`src/rtl/traffic_pkg.sv`:
```
// rtl/traffic_pkg.sv - light/state encodings and default durations for traffic_phase_ctrl
package traffic_pkg;

    // Per-phase lamp code as driven on the Lights bus.
    typedef enum logic [1:0] {
        LIGHT_FLASH  = 2'b00,
        LIGHT_GREEN  = 2'b01,
        LIGHT_YELLOW = 2'b10,
        LIGHT_RED    = 2'b11
    } light_e;

    typedef enum logic [1:0] {
        ST_FLASH,
        ST_ALL_RED,
        ST_GREEN,
        ST_YELLOW
    } state_e;

    localparam int DEF_NUM_PHASES   = 3;
    localparam int DEF_TIMER_W      = 8;
    localparam int DEF_MAIN_GREEN_T = 45;
    localparam int DEF_SIDE_GREEN_T = 15;
    localparam int DEF_YELLOW_T     = 5;
    localparam int DEF_ALLRED_T     = 1;
    localparam int DEF_FLASH_T      = 3;

endpackage

```
`src/rtl/phase_timer.sv`:
```
// rtl/phase_timer.sv - loadable tick-driven countdown timer
// Ports:
//   Clock, Reset : clock and asynchronous active-high reset (count <- RESET_VAL)
//   load, value  : load count with value (wins over tick)
//   tick         : decrement strobe, ignored once count reaches 0
//   timeup       : count == 0, combinational
module phase_timer
    import traffic_pkg::*;
#(
    parameter int                   TIMER_W   = DEF_TIMER_W,
    parameter logic [TIMER_W-1:0]   RESET_VAL = '0
) (
    input  logic               Clock,
    input  logic               Reset,
    input  logic               load,
    input  logic [TIMER_W-1:0] value,
    input  logic               tick,
    output logic               timeup
);

    logic [TIMER_W-1:0] count_q;
    logic [TIMER_W-1:0] count_d;

    always_comb begin
        count_d = count_q;
        if (load) begin
            count_d = value;
        end else if (tick && (count_q != '0)) begin
            count_d = count_q - TIMER_W'(1);
        end
    end

    always_ff @(posedge Clock or posedge Reset) begin
        if (Reset) begin
            count_q <= RESET_VAL;
        end else begin
            count_q <= count_d;
        end
    end

    assign timeup = (count_q == '0);

endmodule

```
`src/rtl/traffic_phase_ctrl.sv`:
```
// rtl/traffic_phase_ctrl.sv - multi-phase traffic signal controller with main-road rest
// Ports:
//   Clock, Reset : clock and asynchronous active-high reset
//   Tick         : one-cycle timing strobe (one time unit)
//   Sensors      : vehicle-present level per phase
//   Fault        : level forcing fail-safe flash
//   Lights       : 2 bits per phase, phase p at [2p+1:2p] (00 flash, 01 green, 10 yellow, 11 red)
//   CurPhase     : phase currently green/yellow (holds otherwise)
//   Pending      : latched service requests
module traffic_phase_ctrl
    import traffic_pkg::*;
#(
    parameter int NUM_PHASES   = DEF_NUM_PHASES,
    parameter int TIMER_W      = DEF_TIMER_W,
    parameter int MAIN_GREEN_T = DEF_MAIN_GREEN_T,
    parameter int SIDE_GREEN_T = DEF_SIDE_GREEN_T,
    parameter int YELLOW_T     = DEF_YELLOW_T,
    parameter int ALLRED_T     = DEF_ALLRED_T,
    parameter int FLASH_T      = DEF_FLASH_T
) (
    input  logic                    Clock,
    input  logic                    Reset,
    input  logic                    Tick,
    input  logic [NUM_PHASES-1:0]   Sensors,
    input  logic                    Fault,
    output logic [2*NUM_PHASES-1:0] Lights,
    output logic [2:0]              CurPhase,
    output logic [NUM_PHASES-1:0]   Pending
);

    localparam longint T_MAX = (longint'(1) << TIMER_W) - 1;

    if (NUM_PHASES < 2 || NUM_PHASES > 8) begin : g_bad_phases
        $error("traffic_phase_ctrl: NUM_PHASES must be in 2..8");
    end
    if (MAIN_GREEN_T < 0 || MAIN_GREEN_T > T_MAX || SIDE_GREEN_T < 0 || SIDE_GREEN_T > T_MAX ||
        YELLOW_T < 0 || YELLOW_T > T_MAX || ALLRED_T < 0 || ALLRED_T > T_MAX ||
        FLASH_T < 0 || FLASH_T > T_MAX) begin : g_bad_duration
        $error("traffic_phase_ctrl: duration does not fit in TIMER_W bits");
    end

    localparam logic [TIMER_W-1:0] T_MAIN   = TIMER_W'(MAIN_GREEN_T);
    localparam logic [TIMER_W-1:0] T_SIDE   = TIMER_W'(SIDE_GREEN_T);
    localparam logic [TIMER_W-1:0] T_YELLOW = TIMER_W'(YELLOW_T);
    localparam logic [TIMER_W-1:0] T_ALLRED = TIMER_W'(ALLRED_T);
    localparam logic [TIMER_W-1:0] T_FLASH  = TIMER_W'(FLASH_T);

    state_e                  state_q, state_d;
    logic [2:0]              cur_q, cur_d;
    logic [2:0]              last_q, last_d;
    logic [NUM_PHASES-1:0]   pend_q, pend_d;
    logic [NUM_PHASES-1:0]   clr_mask;
    logic [2*NUM_PHASES-1:0] lights_q, lights_d;
    logic [7:0]              pend8;
    logic [2:0]              pick;
    logic                    tmr_load;
    logic [TIMER_W-1:0]      tmr_value;
    logic                    timeup;

    // First pending phase at or after last+1, wrapping; phase 0 when nothing is pending.
    function automatic logic [2:0] rr_pick(input logic [7:0] req, input logic [2:0] last);
        logic [3:0] cand;
        logic       found;
        rr_pick = 3'd0;
        found   = 1'b0;
        for (int i = 1; i <= NUM_PHASES; i++) begin
            cand = {1'b0, last} + 4'(i);
            if (cand >= 4'(NUM_PHASES)) begin
                cand = cand - 4'(NUM_PHASES);
            end
            if (!found && req[cand[2:0]]) begin
                rr_pick = cand[2:0];
                found   = 1'b1;
            end
        end
    endfunction

    assign pend8 = 8'(pend_q);
    assign pick  = rr_pick(pend8, last_q);

    phase_timer #(
        .TIMER_W   (TIMER_W),
        .RESET_VAL (T_FLASH)
    ) u_timer (
        .Clock  (Clock),
        .Reset  (Reset),
        .load   (tmr_load),
        .value  (tmr_value),
        .tick   (Tick),
        .timeup (timeup)
    );

    always_comb begin
        state_d   = state_q;
        cur_d     = cur_q;
        last_d    = last_q;
        tmr_load  = 1'b0;
        tmr_value = T_FLASH;
        clr_mask  = '0;

        if (Fault) begin
            // Holding the timer at FLASH_T guarantees a full flash interval after Fault drops.
            state_d   = ST_FLASH;
            tmr_load  = 1'b1;
            tmr_value = T_FLASH;
        end else begin
            unique case (state_q)
                ST_FLASH: begin
                    if (timeup) begin
                        state_d   = ST_ALL_RED;
                        tmr_load  = 1'b1;
                        tmr_value = T_ALLRED;
                    end
                end
                ST_ALL_RED: begin
                    if (timeup) begin
                        state_d   = ST_GREEN;
                        cur_d     = pick;
                        tmr_load  = 1'b1;
                        tmr_value = (pick == 3'd0) ? T_MAIN : T_SIDE;
                        for (int p = 0; p < NUM_PHASES; p++) begin
                            clr_mask[p] = (pick == 3'(p));
                        end
                    end
                end
                ST_GREEN: begin
                    if (timeup) begin
                        tmr_load = 1'b1;
                        if (cur_q == 3'd0 && !(|pend_q[NUM_PHASES-1:1])) begin
                            // Rest on main road: restart its green without leaving the state.
                            tmr_value = T_MAIN;
                        end else begin
                            state_d   = ST_YELLOW;
                            tmr_value = T_YELLOW;
                        end
                    end
                end
                default: begin
                    if (timeup) begin
                        state_d   = ST_ALL_RED;
                        last_d    = cur_q;
                        tmr_load  = 1'b1;
                        tmr_value = T_ALLRED;
                    end
                end
            endcase
        end

        // Clear wins on the GREEN-entry edge; a still-present sensor re-latches one cycle later.
        pend_d = (pend_q | Sensors) & ~clr_mask;

        // Decoded from the next state so the registered Lights line up with state_q.
        lights_d = '0;
        for (int p = 0; p < NUM_PHASES; p++) begin
            unique case (state_d)
                ST_FLASH:   lights_d[2*p +: 2] = LIGHT_FLASH;
                ST_ALL_RED: lights_d[2*p +: 2] = LIGHT_RED;
                ST_GREEN:   lights_d[2*p +: 2] = (cur_d == 3'(p)) ? LIGHT_GREEN : LIGHT_RED;
                default:    lights_d[2*p +: 2] = (cur_d == 3'(p)) ? LIGHT_YELLOW : LIGHT_RED;
            endcase
        end
    end

    always_ff @(posedge Clock or posedge Reset) begin
        if (Reset) begin
            state_q  <= ST_FLASH;
            cur_q    <= 3'd0;
            last_q   <= 3'(NUM_PHASES - 1);
            pend_q   <= '0;
            lights_q <= '0;
        end else begin
            state_q  <= state_d;
            cur_q    <= cur_d;
            last_q   <= last_d;
            pend_q   <= pend_d;
            lights_q <= lights_d;
        end
    end

    assign Lights   = lights_q;
    assign CurPhase = cur_q;
    assign Pending  = pend_q;

endmodule

```
`config.mk`:
```
export PLATFORM = sky130hd
export DESIGN_NAME = traffic_phase_ctrl
export DESIGN_NICKNAME = d
export VERILOG_FILES = /design/src/rtl/traffic_pkg.sv /design/src/rtl/phase_timer.sv /design/src/rtl/traffic_phase_ctrl.sv
export SDC_FILE = /design/constraint.sdc
export NUM_CORES = 1
export LEC_CHECK = 0
export CORE_UTILIZATION = 40
export CTS_CLUSTER_DIAMETER = 40
export CTS_CLUSTER_SIZE = 24
export DETAILED_ROUTE_END_ITERATION = 10
export PLACE_DENSITY_LB_ADDON = 0.05
export SLEW_MARGIN = 20
export SYNTH_ARGS = -nofsm -noshare
export SYNTH_HDL_FRONTEND = slang
export SYNTH_SLANG_ARGS = --single-unit
```
`constraint.sdc`:
```
create_clock -name Clock -period 5.06 [get_ports Clock]
set_input_delay 1.265 -clock Clock [delete_from_list [all_inputs] [get_ports Clock]]
set_output_delay 1.265 -clock Clock [all_outputs]
set_load 0.01 [all_outputs]
```
Word level (Yosys, flattened, before mapping)
Index checks and enable logic that the tools add are counted.
- add/sub/neg operators: 7
- $lt $le $gt $ge: 6
- equal/unequal tests: 8
- multiplexer cells: 46
- bitwise logic cells: 5
- reductions and logical operators: 18
- operator list (cell ; number):
    2-to-1 mux 3 bit ; 12
    2-to-1 mux 6 bit ; 5
    2-to-1 mux 2 bit ; 9
    one-hot mux 2 bit (3 select lines) ; 3
    2-to-1 mux 8 bit ; 2
    >= comparator 4 x 2 -> 1 bit (second input constant) ; 3
    less-than comparator 3 x 4 -> 1 bit (second input constant) ; 3
    one-hot mux 6 bit (2 select lines) ; 1
    2-to-1 mux 1 bit ; 10
    binary-select mux 1 bit (select 3 bit) ; 3
    logical NOT 3 bit ; 3
    subtractor 3 x 2 -> 3 bit (second input constant) ; 3
    adder 3 x 2 -> 4 bit (second input constant) ; 2
    logical NOT 8 bit ; 1
    nonzero test 8 bit ; 1
    subtractor 8 x 1 -> 8 bit (second input constant) ; 1
    == test 3 x 1 -> 1 bit (second input constant) ; 2
    == test 3 x 2 -> 1 bit (second input constant) ; 2
    adder 3 x 1 -> 4 bit (second input constant) ; 1
    == test 2 x 1 -> 1 bit (second input constant) ; 2
    == test 2 bit (second input constant) ; 2
    logical AND 1 bit ; 4
    logical NOT 2 bit ; 2
    one-hot mux 2 bit (2 select lines) ; 1
    9 further kinds ; 12
- flip-flop bits (word level): 25
- input port bits: 7
- output and inout port bits: 12

Longest topological paths before layout
Gate-level depths: netlist (run 1).
- depth in word-level cells: 18
- gate-level depth with buffers: 12

Hierarchy
A second synthesis (run 1) with hierarchy kept.
- cell total of the unflattened synthesis: 221
- area total of the unflattened synthesis: 2015.7 um2
- by module, submodules not included (module ; instances ; cells an instance ; area each (um2) ; seq. area each (um2)):
    traffic_phase_ctrl ; 1 ; 168 ; 1517.7 ; 426.7
    phase_timer ; 1 ; 53 ; 498.0 ; 202.7

Least setup slack after synthesis (run 1)
No wires, ideal clock.
- path type: reg2reg
- start: register last_q[0]
- end: register u_timer.count_q[5]
- arrival time: 2.575 ns
- slack: 2.407 ns
- cell stages (with the launch flop): 11
- path buffers: 1
- cells stage by stage: dfrtp_1 > buf_2 > inv_1 > ha_1 > or3b_4 > or3_1 > o211a_1 > a211oi_1 > a31oi_1 > or3_1 > a21oi_1
- cells in the longest elaborated chain, start to end: 18
- elaborated cells between the ends (all ways): 33
- those cells by class: add/sub: 6; order compare: 3; mux: 19; reduce/logical: 5
- RTL lines (element ; line ; RTL):
    from (decl) ; traffic_phase_ctrl.sv:50 ; logic [2:0] last_q, last_d;
    from (signal assigned) ; traffic_phase_ctrl.sv:168 ; last_q <= 3'(NUM_PHASES - 1);
    from (signal assigned) ; traffic_phase_ctrl.sv:174 ; last_q <= last_d;
    adder 3 x 1 -> 4 bit ; traffic_phase_ctrl.sv:67 ; cand = {1'b0, last} + 4'(i);
    >= comparator 4 x 2 -> 1 bit / subtractor 3 x 2 -> 3 bit (equally long branches) ; traffic_phase_ctrl.sv:68, traffic_phase_ctrl.sv:69 ;
    2-to-1 mux 3 bit ; traffic_phase_ctrl.sv:68 ; if (cand >= 4'(NUM_PHASES)) begin
    binary-select mux 1 bit (select 3 bit) ; traffic_phase_ctrl.sv:71 ; if (!found && req[cand[2:0]]) begin
    2-to-1 mux 1 bit (not written as such) ; traffic_phase_ctrl.sv:71 ;
    2-to-1 mux 1 bit ; traffic_phase_ctrl.sv:71 ;
    logical NOT 1 bit ; traffic_phase_ctrl.sv:71 ;
    logical AND 1 bit ; traffic_phase_ctrl.sv:71 ;
    [2 not listed] ; - ;
    logical AND 1 bit ; traffic_phase_ctrl.sv:71 ;
    2-to-1 mux 3 bit * ; traffic_phase_ctrl.sv:71 ;
    logical NOT 3 bit * ; traffic_phase_ctrl.sv:120 ; tmr_value = (pick == 3'd0) ? T_MAIN : T_SIDE;
    2-to-1 mux 6 bit * ; traffic_phase_ctrl.sv:120 ;
    2-to-1 mux 6 bit * ; traffic_phase_ctrl.sv:116 ; if (timeup) begin
    one-hot mux 6 bit (2 select lines) * ; traffic_phase_ctrl.sv:107 ; unique case (state_q)
    2-to-1 mux 6 bit * ; traffic_phase_ctrl.sv:101 ; if (Fault) begin
    2-to-1 mux 8 bit * ; phase_timer.sv:26 ; if (load) begin
    to (signal assigned) ; phase_timer.sv:37 ; count_q <= count_d;
    to (decl) ; phase_timer.sv:21 ; logic [TIMER_W-1:0] count_q;
Every way passes the cells marked *; elsewhere a longest branch is shown, timed or not. The select of a mux whose other input is x is not followed.
A chain may end at the register's enable or synchronous reset.

Final worst setup path (run 1)
Same ends and word-level chain as after synthesis.

==> out/summary.md, run 1 <==
- **worst relative slew slack** 37.4%
- **TritonCTS Buffers** 3
- **clock tree buffer depth** 2
- **antenna violations before repair** 0
- **class of the worst hold path** reg2reg
- **via count** 1527
- **number of synthesized register bits** 25
- **post-synthesis cell type count** 49
- **horizontal extent of the die** 68.9 um
- **1st-iter DRT viols** 57
- **post-synth net total** 225
- **cell area reported after detailed placement** 2010 sq um
- **CTS tree** built
- **clock transition time at the flip-flop clock pins of the worst setup and hold paths** 0.09 ns
- **minimum clock period after layout** 3.07 ns
- **WS Path Type** reg2reg
- **most frequent standard cell in the layout excluding fill and tap cells** sky130_fd_sc_hd__dfrtp_1
- **residual overflow from global routing** 0
- **unrepaired setup endpoints after global routing** no
- **root buffer selected by CTS** sky130_fd_sc_hd__clkbuf_8
- **crit end category** flop
- **synthesized instance count** 203
- **LEAKAGE** 0.916 nW
- **wire length on met1** 1.93 mm
- **Post-CTS Resized** 0
- **GRT Util Overall** 19.0%
- **final cell count without fillers** 270
- **sum of negative setup slack** 0 ns
- **number of failing setup endpoints in the final timing report** 0
- **WP data arrival** 3.26 ns
- **EDFF count, synth** 0
- **Register-to-Register Setup Slack** 1.99 ns
- **Std-Cell Core Area** 4140 sq um
- **detailed-routing iteration count for the pre-antenna-repair pass** 4
- **Hold Fails Final Rpt** 0
- **transition at the pin with the smallest max-transition slack** 0.938 ns
- **Die Footprint** 4750 sq um
- **Std-Cell Rows** 23
- **Req. time, crit path** 5.25 ns
- **critical path's largest stage delay** 0.65 ns
- **pin count of the biggest net entering global routing** 26
- **main flop type after synthesis** sky130_fd_sc_hd__dfrtp_1
- **max frequency** 326 MHz
- **Routed Antenna Nets** 0
- **crit path max-delay cell type** sky130_fd_sc_hd__dfrtp_1
- **final standard cell area without fillers** 2060 sq um
- **Startpoint Class** flop
- **source-to-sink clock delay at the later pin of the worst-skew pair** 0.27 ns
- **max-cap violations** 0
- **clk sink count** 25
- **top layer in use** met4
- **hpwl dp** 2.95 mm
- **WL/cell** 14.4 um
- **post-synthesis average cell area** 8.83 sq um
- **PortBufs** 18
- **met2 wire length** 1.79 mm
- **Die H** 68.9 um
- **Pins Over Slew Limit** 0
- **number of setup buffers added after CTS** 0
- **I/O pin total** 19
- **ratio of cells with drive above 1 in the final layout** 6.82%
- **area growth from synthesis to layout** 15.0%
- **Worst Path Buf+Inv** 1
- **number of instances in the placed design** 266
- **vias in the first global route** 1511
- **count of antenna diodes in the layout** 0
- **Cell Chain, Critical Path** inv_1 -> ha_1 -> or3b_4 -> or3_1 -> o211a_1 -> a211oi_1 -> a31oi_1 -> or3_1 -> a21oi_1
- **kind of cell adding the most delay to the critical path** simple AND/OR/NAND/NOR gates
- **wire length of the first global-routing pass** 6.79 mm
- **outcome** complete, no violations
- **synthesized cell area** 1790 sq um
- **worst slack at placement** 1.92 ns
- **Overall Power** 367 uW
- **DRC violation count after routing** 0
- **peak ir drop on the vdd network** 102 uV
- **hold buffer count at CTS** 0
- **sequential area share after synthesis** 35.1%
- **Starting Density** 43.2%
- **areal power density over the cells** 178 nW/um^2
- **final critical-path setup slack** 1.99 ns
- **worst clock skew** 0.0109 ns
- **Routed met3 length** 129 um
- **detail-routed via count per cell** 5.66
- **total length of routed wires** 3.89 mm
- **largest fanout of any net on the critical path** 15
- **post-layout net count** 243
- **cell with the most instances on the worst path** sky130_fd_sc_hd__or3_1
- **FFs w/ async S/R, synth** 100%
- **share of the cycle needed by the critical path after routing** 60.6%
- **Yosys warning total** 0
- **H-tree levels** 1
- **commonest cells after routing, fill and taps aside** 22 x sky130_fd_sc_hd__dfrtp_1, 18 x sky130_fd_sc_hd__clkdlybuf4s50_1, 17 x sky130_fd_sc_hd__nand2_1, 16 x sky130_fd_sc_hd__nor2_1
- **Placer Congestion** 0.784
==> metal layers <==
layer / vias up / global-route usage [%]
met5: - / 0
met2: 25 / 32.3
met4: 0 / 4.85
li1: 763 / -
met1: 734 / 25.1
met3: 5 / 2.80
==> synth_stat cells (all sizes together) (2+ instances only) <==
master | number | area, sq um
nand3 | 2 | 10.0
a21oi | 15 | 75.1
mux2 | 4 | 45.0
a311o | 2 | 20.0
xor2 | 5 | 43.8
a31oi | 2 | 12.5
clkbuf | 3 | 11.3
nand3b | 3 | 22.5
nand4b | 2 | 17.5
nand4 | 2 | 12.5
dfstp | 3 | 78.8
inv | 14 | 52.6
or3 | 4 | 25.0
buf | 2 | 8.75
nor2 | 16 | 60.1
a211oi | 3 | 22.5
nor4b | 2 | 17.5
ha | 15 | 188
nand2b | 3 | 18.8
mux2i | 2 | 20.0
dfrtp | 22 | 551
nor2b | 2 | 12.5
nor3 | 13 | 65.1
nor4bb | 2 | 20.0
o31ai | 2 | 15.0
nand2 | 17 | 63.8
xnor2 | 6 | 52.6
o21ai | 13 | 68.8
and2 | 4 | 25.0
==> flip-flops by register name, summed over array words and instances (netlist names) <==
register	cells
u_timer.count_q	8
Lights	6
CurPhase	3
Pending	3
last_q	3
state_q	2
==> worst reg2reg max path, delay by kind of cell (launching register included) <==
family                   cells  cell delay (ns)
AND/OR/NAND/NOR              3             1.11
buffers and inverters        1             0.26
adder cells (fa/ha/maj)      1             0.34
AO/OA/AOI/OAI                4             0.65
flip-flops                   1             0.65
==> power breakdown <==
group | internal [mW] | switching (mW) | leakage (nW) | total (mW)
logic | 0.0180 | 0.0212 | 0.569 | 0.0392
clock network | 0.0550 | 0.0611 | 0.0255 | 0.116
registers | 0.207 | 0.00440 | 0.322 | 0.211
total | 0.280 | 0.0867 | 0.916 | 0.367
==> through the flow <==
stage,hold WS (ns),util [%]
after floorplan,0.525,-
after global placement,0.557,48.6
after detailed placement,0.540,48.6
after CTS,0.561,49.7
after global routing,0.620,49.7
final,0.565,49.7
==> cell type report <==
type | instances | area (sq um)
sequential | 25 | 629
clock buffer | 3 | 41.3
tap | 50 | 62.6
fill | 410 | 2080
multi-input combinational | 159 | 1090
inverter | 14 | 52.6
clock inverter | 1 | 5.00
timing repair buffer | 18 | 180
==> cell families (layout without fill, tap and decap cells) <==
group           Yosys count  count (layout)  synth area share [%]
compound gates           48              48                  17.0
xor+xnor                 11              11                  5.38
fa+ha+maj                15              15                  10.5
buf+inv                  19              36                  4.05
flops                    25              25                  35.1
mux                       6               6                  3.63
simple gates             79              79                  24.3
==> worst paths after layout <==
path	start	to	cells after the start
setup / recovery	last_q[0]$_DFFE_PP0P_	u_timer.count_q[5]$_DFFE_PP0P_	9
hold / removal	u_timer.count_q[4]$_DFFE_PP0P_	u_timer.count_q[4]$_DFFE_PP0P_	2
setup reg to reg	last_q[0]$_DFFE_PP0P_	u_timer.count_q[5]$_DFFE_PP0P_	9
hold reg to reg	u_timer.count_q[4]$_DFFE_PP0P_	u_timer.count_q[4]$_DFFE_PP0P_	2
max in group asynchronous	Reset	last_q[0]$_DFFE_PP0P_	2
min in group asynchronous	Reset	u_timer.count_q[5]$_DFFE_PP0P_	2
Note: power is estimated with default switching activity, not from simulation.
==> run 2, diff against run 1 <==
==> constraint.sdc (replaced) <==
create_clock -name Clock -period 2.76 [get_ports Clock]
set_input_delay 0.69 -clock Clock [delete_from_list [all_inputs] [get_ports Clock]]
set_output_delay 0.69 -clock Clock [all_outputs]
set_load 0.01 [all_outputs]
==> run 2 against run 1 <==
Effect of this change:
- setup slack got worse by 1.9 ns
- clock power rose by 92%
- cell count rose by 4.8%
- register-to-register slack got worse by 1.9 ns
- global-route usage rose by 0.22 points
- critical path type unchanged
- largest power group unchanged
- highest routed layer unchanged
==> out/summary.md, run 2 (synthesized netlist as in run 1, its figures left out) <==
- **via count** 1556
- **Std-Cell Rows** 23
- **transition at the pin with the smallest max-transition slack** 0.523 ns
- **most frequent standard cell in the layout excluding fill and tap cells** sky130_fd_sc_hd__dfrtp_1
- **root buffer selected by CTS** sky130_fd_sc_hd__clkbuf_8
- **clk sink count** 25
- **sum of negative setup slack** 0 ns
- **PortBufs** 18
- **Cell Chain, Critical Path** inv_2 -> ha_1 -> or4b_2 -> o31ai_1 -> and3_1 -> a41oi_2 -> o21ai_2 -> nand2_2 -> a311o_1
- **share of the core filled with cells in the final layout** 52.7%
- **fill count** 407
- **commonest cells after routing, fill and taps aside** 22 x sky130_fd_sc_hd__dfrtp_1, 18 x sky130_fd_sc_hd__clkdlybuf4s50_1, 16 x sky130_fd_sc_hd__nor2_1, 16 x sky130_fd_sc_hd__nand2_1, 15 x sky130_fd_sc_hd__a21oi_1
- **final critical-path setup slack** 0.128 ns
- **Startpoint Class** flop
- **horizontal extent of the die** 68.9 um
- **final standard cell area without fillers** 2190 sq um
- **power spent charging and discharging nets** 168 uW
- **WL/cell** 14.8 um
- **Die Footprint** 4750 sq um
- **sequential group share of total power** 56.4%
- **sw frac** 24.5%
- **source-to-sink clock delay at the later pin of the worst-skew pair** 0.27 ns
- **detailed-routing iteration count for the pre-antenna-repair pass** 4
- **cell area reported after detailed placement** 2100 sq um
- **ratio of cells with drive above 1 in the final layout** 14.6%
- **WP data arrival** 2.79 ns
- **Overall Power** 687 uW
- **antenna violations before repair** 0
- **vias in the first global route** 1409
- **final cell count without fillers** 283
- **kind of cell adding the most delay to the critical path** simple AND/OR/NAND/NOR gates
- **hold slack** 0.559 ns
- **worst relative slew slack** 65.1%
- **number of failing setup endpoints in the final timing report** 0
- **post-layout net count** 256
- **I/O pin total** 19
- **clock transition time at the flip-flop clock pins of the worst setup and hold paths** 0.09 ns
- **Req. time, crit path** 2.92 ns
- **pin count of the biggest net entering global routing** 16
- **minimum clock period after layout** 2.63 ns
- **peak ir drop on the vdd network** 176 uV
- **area growth from synthesis to layout** 22.0%
- **wire length of the first global-routing pass** 6.71 mm
- **LEAKAGE** 0.981 nW
- **Combinational Power Share** 11.2%
- **total length of routed wires** 4.18 mm
- **worst slack at placement** 0.0453 ns
- **internal power consumption** 519 uW
- **TritonCTS Buffers** 3
- **H-tree levels** 1
- **WS Path Type** reg2reg
- **crit end category** flop
- **GRT Util Overall** 19.2%
- **critical path's largest stage delay** 0.64 ns
- **Hold Fails Final Rpt** 0
- **residual overflow from global routing** 0
- **number of instances in the placed design** 277
- **areal power density over the cells** 314 nW/um^2
- **Starting Density** 43.2%
- **CTS tree** built
- **outcome** complete, no violations
- **crit path max-delay cell type** sky130_fd_sc_hd__or4b_2
- **DRC violation count after routing** 0
- **Placer Congestion** 0.835
- **register name with the most flops** u_timer.count_q
- **detail-routed via count per cell** 5.50
- **clock tree buffer depth** 2
- **worst clock skew** 0.0102 ns
- **unrepaired setup endpoints after global routing** no
- **count of antenna diodes in the layout** 0
- **Std-Cell Core Area** 4140 sq um
- **Pins Over Slew Limit** 0
- **hpwl dp** 3.22 mm
- **class of the worst hold path** reg2reg
- **Worst Path Buf+Inv** 1
- **Die H** 68.9 um
- **largest fanout of any net on the critical path** 5
- **share of the cycle needed by the critical path after routing** 95.4%
- **portion of total power attributed to the clock network** 32.4%
- **Routed Antenna Nets** 0
- **max frequency** 380 MHz
- **1st-iter DRT viols** 71
- **max FFs per register** 8
- **max-cap violations** 0
-- run 2: final timing paths --
path,start,endpoint,slack [ns],cells after the start
worst max-delay path,last_q[1]$_DFFE_PP1P_,Lights[5]$_DFF_PP0_,0.13,9
worst min-delay path,u_timer.count_q[7]$_DFFE_PP0P_,u_timer.count_q[7]$_DFFE_PP0P_,0.56,2
worst max register to register,last_q[1]$_DFFE_PP1P_,Lights[5]$_DFF_PP0_,0.13,9
worst min register to register,u_timer.count_q[7]$_DFFE_PP0P_,u_timer.count_q[7]$_DFFE_PP0P_,0.56,2
max in group asynchronous,Reset,last_q[1]$_DFFE_PP1P_,1.42,3
min in group asynchronous,Reset,u_timer.count_q[7]$_DFFE_PP0P_,0.75,2
-- run 2: power groups by stage --
| stage | clock network, mW | logic [mW] | registers, mW |
|---|---|---|---|
| 2_1_floorplan | 0 | 0.0421 | 0.395 |
| 3_3_place_gp | 0 | 0.0765 | 0.394 |
| 3_5_place_dp | 0 | 0.0774 | 0.394 |
| 4_1_cts | 0.230 | 0.0782 | 0.387 |
| 5_1_grt | 0.241 | 0.0865 | 0.389 |
| 6_report | 0.223 | 0.0772 | 0.387 |
-- run 2: area by class of cell --
| cell class | count | area, sq um | area share, % |
|---|---|---|---|
| Clock buffer | 3 | 41.3 | 1.89 |
| Inverter | 14 | 52.6 | 2.40 |
| Tap cell | 50 | 62.6 | 2.86 |
| Multi-Input combinational cell | 159 | 1110 | 51.0 |
| Timing Repair Buffer | 31 | 278 | 12.7 |
| Sequential cell | 25 | 629 | 28.8 |
| Clock inverter | 1 | 7.51 | 0.343 |
-- run 2: what timing repair did --
item                                    in CTS  in global routing
resized for setup                            0                  7
buffers inserted                             0                  2
endpoints found under the setup margin       0                 12
hold buffers                                 0                  0
-- run 2: worst register-to-register path, delay by kind of cell, from the launching register on --
kind / cells / cell delay, ns
buffers and inverters: 1 / 0.08
DFF: 1 / 0.59
AOI/OAI and AO/OA: 4 / 0.72
adders and majority gates: 1 / 0.20
and+or+nand+nor: 3 / 0.96
-- run 2: routing by layer --
metal	vias to the layer above	global-route usage (%)	wire, um
met5	-	0	0
met4	0	5.61	42
met3	4	2.47	138
met2	27	28.6	1880
met1	735	28.7	2120
li1	790	-	-
==> run 3, diff against run 2 <==
--- a/config.mk
+++ b/config.mk
@@ -5,6 +5,7 @@
 export SDC_FILE = /design/constraint.sdc
 export NUM_CORES = 1
 export LEC_CHECK = 0
+export CORE_MARGIN = 4
 export CORE_UTILIZATION = 40
 export CTS_CLUSTER_DIAMETER = 40
 export CTS_CLUSTER_SIZE = 24
==> run 3 against run 2 <==
Effect of this change:
- clock-buffer cell count did not move
- sequential share of layout area did not move
- setup slack got worse by 0.011 ns
- largest power group unchanged
==> out/summary.md, run 3 (synthesized netlist as in run 1, its figures left out) <==
- **outcome** complete, no violations
- **1st-iter DRT viols** 106
- **commonest cells after routing, fill and taps aside** 22 x sky130_fd_sc_hd__dfrtp_1, 18 x sky130_fd_sc_hd__clkdlybuf4s50_1, 16 x sky130_fd_sc_hd__nor2_1, 16 x sky130_fd_sc_hd__nand2_1
- **final cell count without fillers** 284
- **WP data arrival** 2.80 ns
- **transition at the pin with the smallest max-transition slack** 0.405 ns
- **GRT Util Overall** 15.7%
- **clock tree buffer depth** 2
- **Std-Cell Core Area** 4350 sq um
- **minimum clock period after layout** 2.64 ns
- **terminating pin of the worst hold path** u_timer.count_q[4]$_DFFE_PP0P_
- **residual overflow from global routing** 0
- **detailed-routing iteration count for the pre-antenna-repair pass** 4
- **largest fanout of any net on the critical path** 5
- **Std-Cell Rows** 24
- **Starting Density** 41.1%
- **end of the worst register-to-register path** Lights[5]$_DFF_PP0_
- **Startpoint Class** flop
- **crit end category** flop
- **clock transition time at the flip-flop clock pins of the worst setup and hold paths** 0.09 ns
- **Routed Antenna Nets** 0
- **areal power density over the cells** 312 nW/um^2
- **RR Startpoint** last_q[1]$_DFFE_PP1P_
- **number of instances in the placed design** 279
- **via count** 1569
- **clk sink count** 25
- **WL/cell** 14.3 um
- **count of antenna diodes in the layout** 0
- **horizontal extent of the die** 74.9 um
- **class of the worst hold path** reg2reg
- **DRC violation count after routing** 0
- **hold slack** 0.565 ns
- **ratio of cells with drive above 1 in the final layout** 14.2%
- **Die Footprint** 5610 sq um
- **max FFs per register** 8
- **register name with the most flops** u_timer.count_q
- **area growth from synthesis to layout** 22.0%
- **fill count** 411
- **Pins Over Slew Limit** 0
- **worst clock skew** 0.00763 ns
- **share of the core filled with cells in the final layout** 50.2%
- **unrepaired setup endpoints after global routing** no
- **most frequent standard cell in the layout excluding fill and tap cells** sky130_fd_sc_hd__dfrtp_1
- **cell depth of the worst min-delay path** 2
- **PortBufs** 18
- **worst relative slew slack** 72.8%
- **max-cap violations** 0
- **CTS tree** built
- **detail-routed via count per cell** 5.52
- **hpwl dp** 3.19 mm
- **source-to-sink clock delay at the later pin of the worst-skew pair** 0.27 ns
- **root buffer selected by CTS** sky130_fd_sc_hd__clkbuf_8
- **H-tree levels** 1
- **Die H** 74.9 um
- **pin count of the biggest net entering global routing** 26
- **wire length of the first global-routing pass** 6.84 mm
- **antenna violations before repair** 0
- **LEAKAGE** 0.976 nW
- **WS Path Type** reg2reg
- **worst min-delay path startpoint** u_timer.count_q[4]$_DFFE_PP0P_
- **number of failing setup endpoints in the final timing report** 0
- **share of the cycle needed by the critical path after routing** 95.8%
- **R2R cell count** 9
- **Placer Congestion** 0.844
- **vias in the first global route** 1502
- **I/O pin total** 19
- **TritonCTS Buffers** 3
- **Req. time, crit path** 2.91 ns
- **max frequency** 378 MHz
- **total length of routed wires** 4.07 mm
- **post-layout net count** 255
- **Register-to-Register Setup Slack** 0.12 ns
- **peak ir drop on the vdd network** 238 uV
- **sum of negative setup slack** 0 ns
- **Hold Fails Final Rpt** 0
## run 3: layout make-up
type | instances | area, sq um | area share [%]
clock buffer | 3 | 41.3 | 1.89
sequential | 25 | 629 | 28.8
inverter | 14 | 52.6 | 2.40
clock inverter | 1 | 7.51 | 0.343
timing repair buffer | 30 | 270 | 12.4
tap | 52 | 65.1 | 2.98
multi-input combinational | 159 | 1120 | 51.2
## run 3: where the power goes
group | switching (mW) | internal [mW]
clock | 0.118 | 0.102
sequential | 0.00805 | 0.379
combinational | 0.0388 | 0.0364
total | 0.165 | 0.518
## run 3: worst max-delay path, cell delays in order, from the launching register on
cell and delay [ns]:
sky130_fd_sc_hd__dfstp_2 0.58, sky130_fd_sc_hd__inv_2 0.07, sky130_fd_sc_hd__ha_1 0.19, sky130_fd_sc_hd__or4b_2 0.62
sky130_fd_sc_hd__o31ai_1 0.11, sky130_fd_sc_hd__and3_1 0.22, sky130_fd_sc_hd__a41oi_2 0.05, sky130_fd_sc_hd__o21ai_2 0.25
sky130_fd_sc_hd__nand2_2 0.12, sky130_fd_sc_hd__a311o_1 0.33
## run 3: worst max-delay path by stage
stage	from	to	slack, ns	cells after the start
after global routing	last_q[1]$_DFFE_PP1P_	u_timer.count_q[5]$_DFFE_PP0P_	0.01	9
after floorplan	last_q[0]$_DFFE_PP0P_	u_timer.count_q[5]$_DFFE_PP0P_	0.11	10
final	last_q[1]$_DFFE_PP1P_	Lights[5]$_DFF_PP0_	0.12	9
after CTS	last_q[1]$_DFFE_PP1P_	Lights[5]$_DFF_PP0_	0.03	9
after detailed placement	last_q[1]$_DFFE_PP1P_	Lights[5]$_DFF_PP0_	0.05	9
after global placement	last_q[1]$_DFFE_PP1P_	u_timer.count_q[5]$_DFFE_PP0P_	0.12	10
## run 3: timing repair
| action | 4_1_cts | 5_1_grt |
|---|---|---|
| gates resized for setup | 0 | 7 |
| buffers inserted | 0 | 1 |
| hold buffers | 0 | 0 |
| endpoints found under the setup margin | 0 | 8 |
## run 3: metal layers
layer | track usage [%] | routed length, um
met5 | 0 | 0
met2 | 25.2 | 1880
met1 | 21.6 | 2010
met4 | 4.15 | 38
met3 | 3.07 | 138
## run 3: stage by stage
step / total power [mW] / setup WS (ns) / cell area [sq um]
CTS: 0.696 / 0.0328 / 2150
detailed placement: 0.470 / 0.0541 / 2100
floorplan: 0.437 / 0.107 / 1790
finish: 0.683 / 0.117 / 2190
global route: 0.720 / 0.0113 / 2190
global placement: 0.469 / 0.117 / 2100
